===== src/rtl/pause_pkg.sv =====
// Shared types and helpers for the pause / dim controller.
//   dim_level_t : dim depth applied to the video stream
//   state_t     : controller state (RUN, WAIT, DIM)
//   ms_prescale : clk_sys cycles per millisecond for a given MHz clock
//   dim_chan    : per-channel attenuation, never overflows
package pause_pkg;

  typedef enum logic [1:0] {
    LVL_FULL = 2'd0,
    LVL_75   = 2'd1,
    LVL_50   = 2'd2,
    LVL_25   = 2'd3
  } dim_level_t;

  typedef enum logic [1:0] {
    RUN  = 2'd0,
    WAIT = 2'd1,
    DIM  = 2'd2
  } state_t;

  localparam int unsigned FADE_STEP_MS = 250;
  // Wide enough for 63 s worth of milliseconds.
  localparam int unsigned MS_W         = 16;
  // Channels are processed zero-extended to this width.
  localparam int unsigned CHAN_W       = 16;

  function automatic int unsigned ms_prescale(int unsigned clkspeed);
    return clkspeed * 1000;
  endfunction

  function automatic logic [CHAN_W-1:0] dim_chan(logic [CHAN_W-1:0] x, dim_level_t lvl);
    logic [CHAN_W-1:0] r;
    case (lvl)
      LVL_FULL: r = x;
      LVL_75:   r = x - (x >> 2);
      LVL_50:   r = x >> 1;
      LVL_25:   r = x >> 2;
      default:  r = x;
    endcase
    return r;
  endfunction

endpackage


===== src/rtl/pause_ctrl_multi_if.sv =====
// Core-side signal bundle of pause_ctrl_multi.
//   master : the core / video side driving requests and pixels
//   slave  : the controller, returning dimmed pixels, pause_cpu and dimmed
interface pause_ctrl_multi_if #(
  parameter int unsigned RW      = 3,
  parameter int unsigned GW      = 3,
  parameter int unsigned BW      = 2,
  parameter int unsigned NUM_REQ = 2
);
  localparam int unsigned PixW = RW + GW + BW;

  logic               user_button;
  logic [NUM_REQ-1:0] pause_request;
  logic               OSD_STATUS;
  logic [1:0]         options;
  logic               dim_depth;
  logic [PixW-1:0]    rgb_in;
  logic [PixW-1:0]    rgb_out;
  logic               pause_cpu;
  logic               dimmed;

  modport master (
    output user_button, pause_request, OSD_STATUS, options, dim_depth, rgb_in,
    input  rgb_out, pause_cpu, dimmed
  );

  modport slave (
    input  user_button, pause_request, OSD_STATUS, options, dim_depth, rgb_in,
    output rgb_out, pause_cpu, dimmed
  );
endinterface


===== src/rtl/pause_ms_timer.sv =====
// Millisecond prescaler plus saturating millisecond counter.
//   clk_sys, reset : clock, synchronous active-high reset
//   clr_i          : zero prescaler and ms counter (wins over en_i)
//   en_i           : advance the prescaler
//   tick_o         : prescaler wraps this cycle (one ms elapses)
//   ms_o           : completed milliseconds since last clear
module pause_ms_timer
  import pause_pkg::*;
#(
  parameter int unsigned MS_CYCLES = 12000
) (
  input  logic            clk_sys,
  input  logic            reset,
  input  logic            clr_i,
  input  logic            en_i,
  output logic            tick_o,
  output logic [MS_W-1:0] ms_o
);
  localparam int unsigned PW = (MS_CYCLES > 1) ? $clog2(MS_CYCLES) : 1;

  logic [PW-1:0]   presc_q, presc_d;
  logic [MS_W-1:0] ms_q, ms_d;

  assign tick_o = en_i && (presc_q == PW'(MS_CYCLES - 1));
  assign ms_o   = ms_q;

  always_comb begin
    presc_d = presc_q;
    ms_d    = ms_q;
    if (clr_i) begin
      presc_d = '0;
      ms_d    = '0;
    end else if (en_i) begin
      if (tick_o) begin
        presc_d = '0;
        if (ms_q != '1) ms_d = ms_q + 1'b1;
      end else begin
        presc_d = presc_q + 1'b1;
      end
    end
  end

  always_ff @(posedge clk_sys) begin
    if (reset) begin
      presc_q <= '0;
      ms_q    <= '0;
    end else begin
      presc_q <= presc_d;
      ms_q    <= ms_d;
    end
  end
endmodule


===== src/rtl/pause_ctrl_multi.sv =====
// CPU pause and video dim controller shared by arcade cores.
//   clk_sys, reset : clock, synchronous active-high reset
//   bus (slave)    : user_button, pause_request, OSD_STATUS, options, dim_depth, rgb_in in;
//                    rgb_out (registered), pause_cpu (registered), dimmed out
// MS_CYCLES overrides the CLKSPEED-derived ms prescale when non-zero.
// Build option PAUSE_FADE_EN: step the dim level 1 -> target, one step per 250 ms.
module pause_ctrl_multi
  import pause_pkg::*;
#(
  parameter int unsigned RW          = 3,
  parameter int unsigned GW          = 3,
  parameter int unsigned BW          = 2,
  parameter int unsigned CLKSPEED    = 12,
  parameter int unsigned NUM_REQ     = 2,
  parameter int unsigned DIM_SECONDS = 10,
  parameter int unsigned MS_CYCLES   = 0
) (
  input logic               clk_sys,
  input logic               reset,
  pause_ctrl_multi_if.slave bus
);
  localparam int unsigned MsCyc = (MS_CYCLES != 0) ? MS_CYCLES : ms_prescale(CLKSPEED);
  localparam int unsigned DimMs = DIM_SECONDS * 1000;
  localparam int unsigned PixW  = RW + GW + BW;

  state_t          state_q, state_d;
  dim_level_t      level_q, level_d;
  logic            user_paused_q, user_paused_d;
  logic            btn_prev_q, btn_prev_d;
  logic            pause_cpu_q, pause_cpu_d;
  logic [PixW-1:0] rgb_q, rgb_d;

  logic            soft_pause, dim_active;
  dim_level_t      target;
  logic            tmr_clr, tmr_en, tmr_tick;
  logic [MS_W-1:0] tmr_ms;

  pause_ms_timer #(
    .MS_CYCLES(MsCyc)
  ) u_timer (
    .clk_sys(clk_sys),
    .reset  (reset),
    .clr_i  (tmr_clr),
    .en_i   (tmr_en),
    .tick_o (tmr_tick),
    .ms_o   (tmr_ms)
  );

  always_comb begin
    soft_pause    = user_paused_q | (bus.options[0] & bus.OSD_STATUS);
    // System requests halt the CPU but never start the dim timer.
    dim_active    = soft_pause & bus.options[1];
    target        = bus.dim_depth ? LVL_25 : LVL_50;
    btn_prev_d    = bus.user_button;
    user_paused_d = user_paused_q ^ (bus.user_button & ~btn_prev_q);
    pause_cpu_d   = soft_pause | (|bus.pause_request);

    state_d = state_q;
    level_d = level_q;
    tmr_clr = 1'b0;
    tmr_en  = 1'b0;

    if (!dim_active) begin
      state_d = RUN;
      level_d = LVL_FULL;
      tmr_clr = 1'b1;
    end else begin
      case (state_q)
        RUN: begin
          state_d = WAIT;
          tmr_clr = 1'b1;
        end
        WAIT: begin
          tmr_en = 1'b1;
          if (tmr_tick && (tmr_ms == MS_W'(DimMs - 1))) begin
            state_d = DIM;
            tmr_clr = 1'b1;
`ifdef PAUSE_FADE_EN
            level_d = LVL_75;
`else
            level_d = target;
`endif
          end
        end
        DIM: begin
`ifdef PAUSE_FADE_EN
          tmr_en = 1'b1;
          if (level_q > target) begin
            level_d = target;
          end else if ((level_q != target) && tmr_tick &&
                       (tmr_ms == MS_W'(FADE_STEP_MS - 1))) begin
            level_d = dim_level_t'(level_q + 2'd1);
            tmr_clr = 1'b1;
          end
`else
          level_d = target;
`endif
        end
        default: begin
          state_d = RUN;
          level_d = LVL_FULL;
          tmr_clr = 1'b1;
        end
      endcase
    end

    rgb_d = {RW'(dim_chan(CHAN_W'(bus.rgb_in[PixW-1 -: RW]), level_q)),
             GW'(dim_chan(CHAN_W'(bus.rgb_in[GW+BW-1 -: GW]), level_q)),
             BW'(dim_chan(CHAN_W'(bus.rgb_in[BW-1:0]), level_q))};
  end

  always_ff @(posedge clk_sys) begin
    if (reset) begin
      state_q       <= RUN;
      level_q       <= LVL_FULL;
      user_paused_q <= 1'b0;
      // Held at 1 so a button held through reset does not toggle.
      btn_prev_q    <= 1'b1;
      pause_cpu_q   <= 1'b0;
      rgb_q         <= '0;
    end else begin
      state_q       <= state_d;
      level_q       <= level_d;
      user_paused_q <= user_paused_d;
      btn_prev_q    <= btn_prev_d;
      pause_cpu_q   <= pause_cpu_d;
      rgb_q         <= rgb_d;
    end
  end

  assign bus.rgb_out   = rgb_q;
  assign bus.pause_cpu = pause_cpu_q;
  assign bus.dimmed    = (level_q != LVL_FULL);
endmodule

===== src/flat_wrapper.sv =====
// flat-port wrapper written by rule: the top's interface ports become plain ports
module pause_ctrl_multi_flat import pause_pkg::*;
#(
  parameter int unsigned RW          = 3,
  parameter int unsigned GW          = 3,
  parameter int unsigned BW          = 2,
  parameter int unsigned CLKSPEED    = 12,
  parameter int unsigned NUM_REQ     = 2,
  parameter int unsigned DIM_SECONDS = 10,
  parameter int unsigned MS_CYCLES   = 0
)
  (clk_sys, reset, bus_user_button, bus_pause_request, bus_OSD_STATUS, bus_options, bus_dim_depth, bus_rgb_in, bus_rgb_out, bus_pause_cpu, bus_dimmed);
  pause_ctrl_multi_if #(.RW(RW), .GW(GW), .BW(BW), .NUM_REQ(NUM_REQ)) bus_i ();
  input logic clk_sys;
  input logic reset;
  input wire logic [$bits(bus_i.user_button)-1:0] bus_user_button;
  input wire logic [$bits(bus_i.pause_request)-1:0] bus_pause_request;
  input wire logic [$bits(bus_i.OSD_STATUS)-1:0] bus_OSD_STATUS;
  input wire logic [$bits(bus_i.options)-1:0] bus_options;
  input wire logic [$bits(bus_i.dim_depth)-1:0] bus_dim_depth;
  input wire logic [$bits(bus_i.rgb_in)-1:0] bus_rgb_in;
  output wire logic [$bits(bus_i.rgb_out)-1:0] bus_rgb_out;
  output wire logic [$bits(bus_i.pause_cpu)-1:0] bus_pause_cpu;
  output wire logic [$bits(bus_i.dimmed)-1:0] bus_dimmed;
  assign bus_i.user_button = bus_user_button;
  assign bus_i.pause_request = bus_pause_request;
  assign bus_i.OSD_STATUS = bus_OSD_STATUS;
  assign bus_i.options = bus_options;
  assign bus_i.dim_depth = bus_dim_depth;
  assign bus_i.rgb_in = bus_rgb_in;
  assign bus_rgb_out = bus_i.rgb_out;
  assign bus_pause_cpu = bus_i.pause_cpu;
  assign bus_dimmed = bus_i.dimmed;
  pause_ctrl_multi #(.RW(RW), .GW(GW), .BW(BW), .CLKSPEED(CLKSPEED), .NUM_REQ(NUM_REQ), .DIM_SECONDS(DIM_SECONDS), .MS_CYCLES(MS_CYCLES)) u_core (.clk_sys(clk_sys), .reset(reset), .bus(bus_i));
endmodule

===== config.mk =====
export PLATFORM = sky130hd
export DESIGN_NAME = pause_ctrl_multi_flat
export DESIGN_NICKNAME = d
export VERILOG_FILES = /design/src/rtl/pause_pkg.sv /design/src/rtl/pause_ctrl_multi_if.sv /design/src/rtl/pause_ms_timer.sv /design/src/rtl/pause_ctrl_multi.sv /design/src/flat_wrapper.sv
export SDC_FILE = /design/constraint.sdc
export NUM_CORES = 1
export LEC_CHECK = 0
export ABC_AREA = 1
export CORE_MARGIN = 10
export CORE_UTILIZATION = 42
export CTS_BUF_LIST = sky130_fd_sc_hd__clkbuf_2
export DETAILED_ROUTE_END_ITERATION = 7
export HOLD_SLACK_MARGIN = 0.03
export PLACE_DENSITY = 0.68
export SKIP_LAST_GASP = 1
export SYNTH_ARGS = -nofsm -noshare
export SYNTH_HDL_FRONTEND = slang
export SYNTH_SLANG_ARGS = --single-unit
export TNS_END_PERCENT = 10

===== constraint.sdc =====
create_clock -name clk_sys -period 1.6 [get_ports clk_sys]
set_clock_uncertainty 0.2 [all_clocks]
set_input_delay 0.48 -clock clk_sys [delete_from_list [all_inputs] [get_ports clk_sys]]
set_output_delay 0.48 -clock clk_sys [all_outputs]
set_load 0.01 [all_outputs]

* Yosys cells after proc, flatten, opt, wreduce, memory -nomap -nowiden
Index checks and enable logic that the tools add are counted.
Operators by class: order comparisons 0, multipliers 0, multiplexer cells 14, bitwise logic cells 10, div/mod/pow operators 0, equality and inequality tests 9, add/subtract/negate cells 4, reduce and logical (&&, ||, !) cells 12, shifts and indexed selects 0
Operator list (number):
- 3-bit one-hot mux with 4 select lines | 2
- 2-bit one-hot mux with 3 select lines | 3
- 16-bit by 1-bit adder with 16-bit output (second input constant) | 1
- 16-bit by 14-bit equality test with 1-bit output (second input constant) | 1
- 16-bit != test (second input constant) | 1
- 14-bit by 1-bit adder with 14-bit output (second input constant) | 1
- 14-bit equality test (second input constant) | 1
- 14-bit two-way mux | 1
- 2-bit OR reduction | 4
- 2-bit equality test (second input constant) | 3
- 3-bit by 1-bit subtractor with 3-bit output | 2
- 1-bit two-way mux | 5
- 2-bit by 1-bit equality test with 1-bit output (second input constant) | 2
- 2-bit logical NOT | 2
- 2-bit two-way mux | 2
- 1-bit NOT | 4
- 2-bit AND reduction | 2
- 1-bit AND | 3
- 3-bit AND reduction | 1
- 1-bit logical AND | 2
- 2-bit by 1-bit != test with 1-bit output (second input constant) | 1
- 1-bit bitwise OR | 2
- 1-bit one-hot mux with 2 select lines | 1
- 2-bit nonzero test | 1
- 1-bit bitwise XOR | 1
Storage, ports and cells: output and inout bits 10, bits in latches 0, word-level logic and storage cells 57, bits in writable memories 0, memories kept 0, memory bits (read-only) 0, flip-flop bits (word level) 45

* Logic depth before layout (Yosys ltp)
Gate-level depths: netlist of run 1.
word-level depth 10, mapped depth 11, mapped depth without buffers 11

* Hierarchy
Synthesis of run 1 repeated with hierarchy kept, for this count alone.
Second synthesis, totals: cells, all modules 409, area, all modules 2697.6 µm²
Modules (own cells, without submodules):
- pause_ms_timer | area each 1848.0 µm², cells each 294, sequential area each 600.6 µm², instances 1
- pause_ctrl_multi | area each 849.6 µm², cells each 115, sequential area each 300.3 µm², instances 1

* Worst setup path before layout of run 1
Ideal clock, no wire load.
path kind input port to flip-flop, start in bus_options[0], end reg u_core.u_timer.presc_q[13], arrival time 1.418 ns, required time 1.287 ns, stages on the path 10, setup time 0.113 ns, path slack -0.131 ns, path through nand2_1 nand2_1 nand2_1 nor2_4 buf_2 nand2_1 nand2_1 inv_1 nand2_1 nor2_1
On the way: cells in the longest elaborated chain, start to end 10, elaborated cells between the ends (all ways) 11, classes of those cells 5 x mux; 3 x bitwise; 3 x reduce/logical
RTL lines:
- start, declared | RTL line flat_wrapper.sv:19 | input wire logic [$bits(bus_i.options)-1:0] bus_options;
- 1-bit AND (*) | RTL line pause_ctrl_multi.sv:50 | soft_pause = user_paused_q | (bus.options[0] & bus.OSD_STATUS);
- 1-bit bitwise OR (*) | RTL line pause_ctrl_multi.sv:50
- 1-bit AND (*) | RTL line pause_ctrl_multi.sv:52 | dim_active = soft_pause & bus.options[1];
- 1-bit two-way mux | RTL line pause_ctrl_multi.sv:63 | if (!dim_active) begin
- 1-bit logical AND | RTL line pause_ms_timer.sv:24 | assign tick_o = en_i && (presc_q == PW'(MS_CYCLES - 1));
- 1-bit logical AND | RTL line pause_ctrl_multi.sv:75 | if (tmr_tick && (tmr_ms == MS_W'(DimMs - 1))) begin
- 1-bit two-way mux | RTL line pause_ctrl_multi.sv:75
- 1-bit one-hot mux with 2 select lines | RTL line pause_ctrl_multi.sv:68 | case (state_q)
- 1-bit two-way mux | RTL line pause_ctrl_multi.sv:63
- 2-bit OR reduction (no line)
- end signal, assigned | RTL line pause_ms_timer.sv:48 | presc_q <= presc_d;
- end, declared | RTL line pause_ms_timer.sv:21 | logic [PW-1:0] presc_q, presc_d;
Mark *: on every way between the ends. The rest lies on a longest branch, timed or not. A chain may end at the register's enable or synchronous reset.

* Final worst setup path of run 1
start reg u_core.u_timer.presc_q[0], end reg u_core.u_timer.ms_q[8] (netlist: u_core.u_timer.ms_o[8])
On the way: cells in the longest elaborated chain, start to end 7, elaborated cells between the ends (all ways) 8, classes of those cells 1 x eq/ne; 3 x mux; 4 x reduce/logical
RTL lines:
- 14-bit equality test (*) | RTL line pause_ms_timer.sv:24
- 1-bit logical AND (*) | RTL line pause_ms_timer.sv:24
- 1-bit logical AND | RTL line pause_ctrl_multi.sv:75
- 1-bit two-way mux | RTL line pause_ctrl_multi.sv:75
- 1-bit one-hot mux with 2 select lines | RTL line pause_ctrl_multi.sv:68
- 1-bit two-way mux | RTL line pause_ctrl_multi.sv:63
- 2-bit OR reduction (no line)
- end signal, assigned | RTL line pause_ms_timer.sv:49 | ms_q <= ms_d;
- end, declared | RTL line pause_ms_timer.sv:22 | logic [MS_W-1:0] ms_q, ms_d;
Marks and branches as above.

==> results of run 1 <==
[registers in the layout, indices dropped and copies added, names as in the netlist]
name / flops
u_core.btn_prev_q: 1
u_core.bus.pause_cpu: 1
u_core.bus.rgb_out: 8
u_core.level_q: 2
u_core.state_q: 2
u_core.u_timer.ms_o: 16
u_core.u_timer.presc_q: 14
u_core.user_paused_q: 1
[power by group through the flow]
| stage | Sequential (mW) | Combinational, mW | Clock [mW] |
|---|---|---|---|
| after floorplan | 1.17 | 0.0553 | 0 |
| after global placement | 1.17 | 0.168 | 0 |
| after CTS | 1.15 | 0.164 | 0.672 |
| after detailed placement | 1.17 | 0.172 | 0 |
| after global routing | 1.15 | 0.182 | 0.710 |
| final | 1.15 | 0.163 | 0.647 |
[area by class of cell]
cell class | count | area share [%]
Inverter | 49 | 5.02
Sequential cell | 45 | 24.8
Multi-Input combinational cell | 286 | 42.2
Clock inverter | 2 | 0.922
Clock buffer | 6 | 0.820
Timing Repair Buffer | 104 | 23.7
Tap cell | 75 | 2.56
[worst paths after layout]
check	slack (ns)	end	depth (start not counted)	from
max reg2reg	-0.22	u_core.u_timer.ms_o[8]$_SDFFE_PP0P_	10	u_core.u_timer.presc_q[0]$_SDFFE_PP0P_
min	0.27	u_core.user_paused_q$_SDFF_PP0_	2	u_core.user_paused_q$_SDFF_PP0_
min reg2reg	0.27	u_core.user_paused_q$_SDFF_PP0_	2	u_core.user_paused_q$_SDFF_PP0_
max	-0.22	u_core.u_timer.ms_o[8]$_SDFFE_PP0P_	10	u_core.u_timer.presc_q[0]$_SDFFE_PP0P_
[metrics by stage]
step                setup slack (ns)  hold WS (ns)  power (mW)
floorplan                    -0.0862         0.231        1.23
global placement              -0.621         0.243        1.34
detailed placement            -0.661         0.248        1.34
CTS                           -0.219         0.273        1.98
global route                  -0.335         0.297        2.04
finish                        -0.218         0.273        1.96
[cells in the final DEF (no fill, tap or decap), drive strengths merged, types with 7 or more instances in the layout]
master	count
dfxtp	45
clkdlybuf4s50	16
a21oi	33
xor2	10
clkbuf	7
nand3	27
ha	10
buf	81
inv	49
nor3	16
nand2	110
nor2	54
[cells by family (layout without fill, tap and decap cells)]
logic type / count (synthesis) / in the layout / synth area share (%)
buffers and inverters: 55 / 161 / 8.73
AND/OR/NAND/NOR: 218 / 218 / 36.5
adder cells (fa/ha/maj): 10 / 10 / 4.82
XOR/XNOR: 12 / 12 / 4.05
AO/OA/AOI/OAI: 46 / 46 / 11.1
flip-flops: 45 / 45 / 34.7
[critical path, delay by kind of cell, from the launching register on]
family,cells,cell delay (ns)
AND/OR/NAND/NOR,7,0.76
flip-flops,1,0.40
buffers and inverters,1,0.17
adder cells (fa/ha/maj),1,0.15
AO/OA/AOI/OAI,1,0.11
[timing repair]
action,4_1_cts,5_1_grt
pin swaps,2,7
endpoints found under the setup margin,45,46
gates resized for setup,30,5
cloned,0,1
buffers inserted,1,3
[per-layer routing]
layer	wire length (um)	up-vias
met5	0	-
met4	140	0
met3	190	13
met2	3310	51
met1	3090	1225
li1	-	1444
==> reports/qor.yml, run 1 <==
worst_setup_path:
  crit_top_cell: "nor2_4"
  slowest_delay_ns: 0.40
  critPathCaptureType: "register"
  cp_cell_sequence: "ha_4 > nand2_4 > nor2_4 > nand4_1 > nor2_2 > nand2_2 > nor2_4 > clkbuf_16 > nand2_1 > a21oi_2"
  crit_fanout: 7
  cp.arrival_ns: 1.99
  cp.required_ns: 1.77
  path_class: "register to register"
  cp-start-kind: "register"
  slowest_stage: "dfxtp_2"
drt:
  vias_per_cell: 4.82
  drc: 0
  antenna_left: 0
  vias: 2733
  avgRoutedWirePerCell_um: 11.9
  wl_mm: 6.73
  drtIter0Drc: 75
  firstDrtPassIters: 4
timing:
  tns_ns: -6.95
  rsz0062_at_grt: "true"
  setup_viol: 43
  tightestPinTransition_ns: 0.385
  fin_crit_ns: 1.82
  hold_viol_final: 0
  slew_viol_final: 0
  finalCritPeriodShare_pct: 114
  finalWorstSetupSlack_ns: -0.218
  relSlewSlack_pct: 74.1
  fmax_mhz: 550
synthesis:
  yosys-top-cells-count: "nand2_1 (108), nor2_1 (49), inv_1 (48), dfxtp_1 (45), nand3_1 (26)"
  ys_ff_latch: 45
  synthCells: 386
  yosysWarningCount: 0
  synth_nets: 413
  synth.cell_area_um2: 2590
  yosysTopAreaCell: "dfxtp_1"
  synth_top_area_share_pct: 34.7
  ys_async_sr_fraction_pct: 0
  synth_most_common_cell: "nand2_1"
  synth_ff_type: "dfxtp_1"
  syn_area_per_cell_um2: 6.72
  synthTopCellsByArea: "dfxtp_1 (35%), nand2_1 (16%), nor2_1 (7.1%)"
  ys_seq_area_share_pct: 34.7
  synth-edff-count: 0
  yosys.cell_types.count: 31
place:
  io_buffers: 26
  place.gp.congestion: 0.853
  dpl.hpwl_mm: 5.11
  dpl_cell_area_um2: 3530
  place_inst: 554
clock_network:
  cts_buffers: 5
  cts_max_path_buffers: 2
  root_buffer: "clkbuf_2"
  cts.clk_slew.worst_paths_ns: 0.23
  numClockSinks: 45
  ctsHoldBuffers: 0
  cts_tree: "built"
  htreeDepth: 2
  clk_latency_ns: 0.42
floorplan:
  die_w_um: 98.6
  die_h_um: 98.6
  coreArea_um2: 5960
  fp-row-count: 28
  start_util_pct: 43.6
  top_level_ports: 27
  die-area_um2: 9720
power:
  p_seq_share_pct: 58.6
  p_leak_nw: 1.48
  power_switching_uw: 455
  peakVddDrop_uv: 403
  p_per_area_nw_per_um2: 534
  swShare_pct: 23.3
  p_int_mw: 1.50
  comb_power_share_pct: 8.4
  clock_power_share_pct: 33.1
run_status:
  violations: "setup timing"
  outcome: "finished, violations left"
global_routing:
  grt_util_all_layers_pct: 13.4
  antenna_found_initial: 0
  use_met1_pct: 16.5
  busiest_layer: "met2"
  grt_first_pass_wirelength_mm: 11.3
  grt_max_degree: 19
  grt_overflow_total: 0
  met2_usage_pct: 22.3
  grt_use_met3_pct: 2.72
  grt_pass1_vias: 2539
worst_hold_path:
  hp-class: "register to register"
finish:
  regArea_um2: 910
  fin_util_pct: 61.5
  finalNonFillerCells: 567
  fin_nets: 518
  num_antenna_cells: 0
  fin_area_um2: 3660
  multi_input_area_um2: 1550
  area_growth_pct: 41.2
  drive_above_1_share_pct: 26.8
  fillers: 555
job:
  maxCapViolCount: 0
Note: power is estimated with default switching activity, not from simulation.
==> run 2: changes to the inputs <==
- CORE_UTILIZATION: 42 -> 44
- PLACE_DENSITY: 0.68 -> 0.71
==> run 2 against run 1 <==
Against the previous run: the flow still finishes with violations (setup timing); utilization is 4.8 points higher; non-clock buffer count is 2 higher; die area shrank 3.6%; largest cell class unchanged.
==> reports/qor.yml, run 2 (synthesis gave the netlist of run 1 again) <==
finish:
  layout_commonest_cell: "nand2_1"
  fin_nets: 521
  largest_register_ffs: 16
  multi_input_area_um2: 1600
  area_growth_pct: 43.3
  layout_common_cells: "nand2_1 (100), buf_4 (75), inv_1 (45)"
  fillers: 506
  num_antenna_cells: 0
  fin_util_pct: 66.3
  regArea_um2: 910
  finalNonFillerCells: 566
  drive_above_1_share_pct: 28.3
clock_network:
  cts_max_path_buffers: 2
  root_buffer: "clkbuf_2"
  htreeDepth: 2
  cts_buffers: 5
  ctsHoldBuffers: 0
  clk_latency_ns: 0.41
  cts.clk_slew.worst_paths_ns: 0.22
  cts_tree: "built"
  numClockSinks: 45
power:
  p_leak_nw: 1.49
  p_per_area_nw_per_um2: 477
  p_total_mw: 1.77
  peakVddDrop_uv: 329
drt:
  firstDrtPassIters: 4
  wl_mm: 6.92
  drtIter0Drc: 104
  antenna_left: 0
  vias: 2766
  avgRoutedWirePerCell_um: 12.2
  vias_per_cell: 4.89
  drc: 0
floorplan:
  die-area_um2: 9370
  start_util_pct: 46.3
  top_level_ports: 27
  coreArea_um2: 5610
  die_h_um: 96.8
  fp-row-count: 27
  die_w_um: 96.8
timing:
  finalWorstSetupSlack_ns: -0.210
  finalCritPeriodShare_pct: 113
  hold_viol_final: 0
  setup_viol: 43
  worst_hold_slack_ns: 0.285
  tightestPinTransition_ns: 0.386
  fmax_mhz: 553
  rsz0062_at_grt: "true"
  slew_viol_final: 0
  fin_crit_ns: 1.81
  relSlewSlack_pct: 74.1
run_status:
  outcome: "finished, violations left"
  violations: "setup timing"
global_routing:
  grt_util_all_layers_pct: 13.9
  grt_overflow_total: 0
  grt_max_degree: 19
  grt_first_pass_wirelength_mm: 11.5
  antenna_found_initial: 0
  grt_pass1_vias: 2596
worst_setup_path:
  cp.arrival_ns: 1.95
  cp.required_ns: 1.74
  path_class: "input pin to register"
  cp-start-kind: "input pin"
  rr_worst_depth: 10
  critPathCaptureType: "register"
  crit_fanout: 9
place:
  io_buffers: 26
  place.gp.congestion: 0.914
  dpl.hpwl_mm: 5.06
  pre_cts_slack_ns: -0.726
  place_inst: 550
worst_hold_path:
  hp-class: "register to register"
  min_path_cells: 2
job:
  maxCapViolCount: 0
run 2: cell types whose count changed in the layout (fill, tap and decap cells not counted), sizes merged:
| cell | before | now |
|---|---|---|
| buf | 81 | 83 |
| bufinv | 1 | 0 |
| nor2 | 54 | 55 |
run 2: worst paths after layout:
check | startpoint | end | slack [ns]
max | bus_OSD_STATUS | u_core.u_timer.ms_o[9]$_SDFFE_PP0P_ | -0.21
min | u_core.user_paused_q$_SDFF_PP0_ | u_core.user_paused_q$_SDFF_PP0_ | 0.28
max reg2reg | u_core.u_timer.presc_q[1]$_SDFFE_PP0P_ | u_core.u_timer.ms_o[13]$_SDFFE_PP0P_ | -0.19
min reg2reg | u_core.user_paused_q$_SDFF_PP0_ | u_core.user_paused_q$_SDFF_PP0_ | 0.28
run 2: critical path, stage by stage:
cell	delay (ns)
clkdlybuf4s50_1	0.46
nand2_1	0.05
nand2_1	0.08
nand2_2	0.10
nor2_4	0.19
buf_4	0.16
nand3_4	0.10
nand2_4	0.12
clkbuf_16	0.17
a21oi_1	0.04
run 2: what timing repair did:
action | 4_1_cts | 5_1_grt
cloned | 1 | 1
pin swaps | 3 | 2
endpoints found under the setup margin | 46 | 46
resized for setup | 39 | 10
endpoints found under the hold margin | 0 | 0
buffers inserted | 2 | 5
run 2: layout make-up:
type,instances,share of cell area (%)
repair buffers,106,24.2
clock inverters,1,0.101
inverters,49,4.95
flip-flops and latches,45,24.5
clock buffers,6,0.808
multi-input cells,287,43.1
well taps,72,2.42
run 2: layer usage:
layer | wire, um | GRT usage, %
met1 | 2990 | 16.0
met2 | 3550 | 24.3
met3 | 236 | 2.56
met4 | 147 | 6.31
met5 | 0 | 0
run 2: power by group:
part,internal [mW],switching [mW]
logic,0.0945,0.0753
clock network,0.102,0.357
registers,1.14,0.00470
total,1.34,0.437
run 2: metrics by stage:
stage                     setup TNS (ns)  area, um2
final                              -6.62       3720
after global placement            -22.50       3530
after floorplan                    -1.07       2660
after CTS                          -5.57       3610
after global routing              -10.48       3720
after detailed placement          -24.08       3530
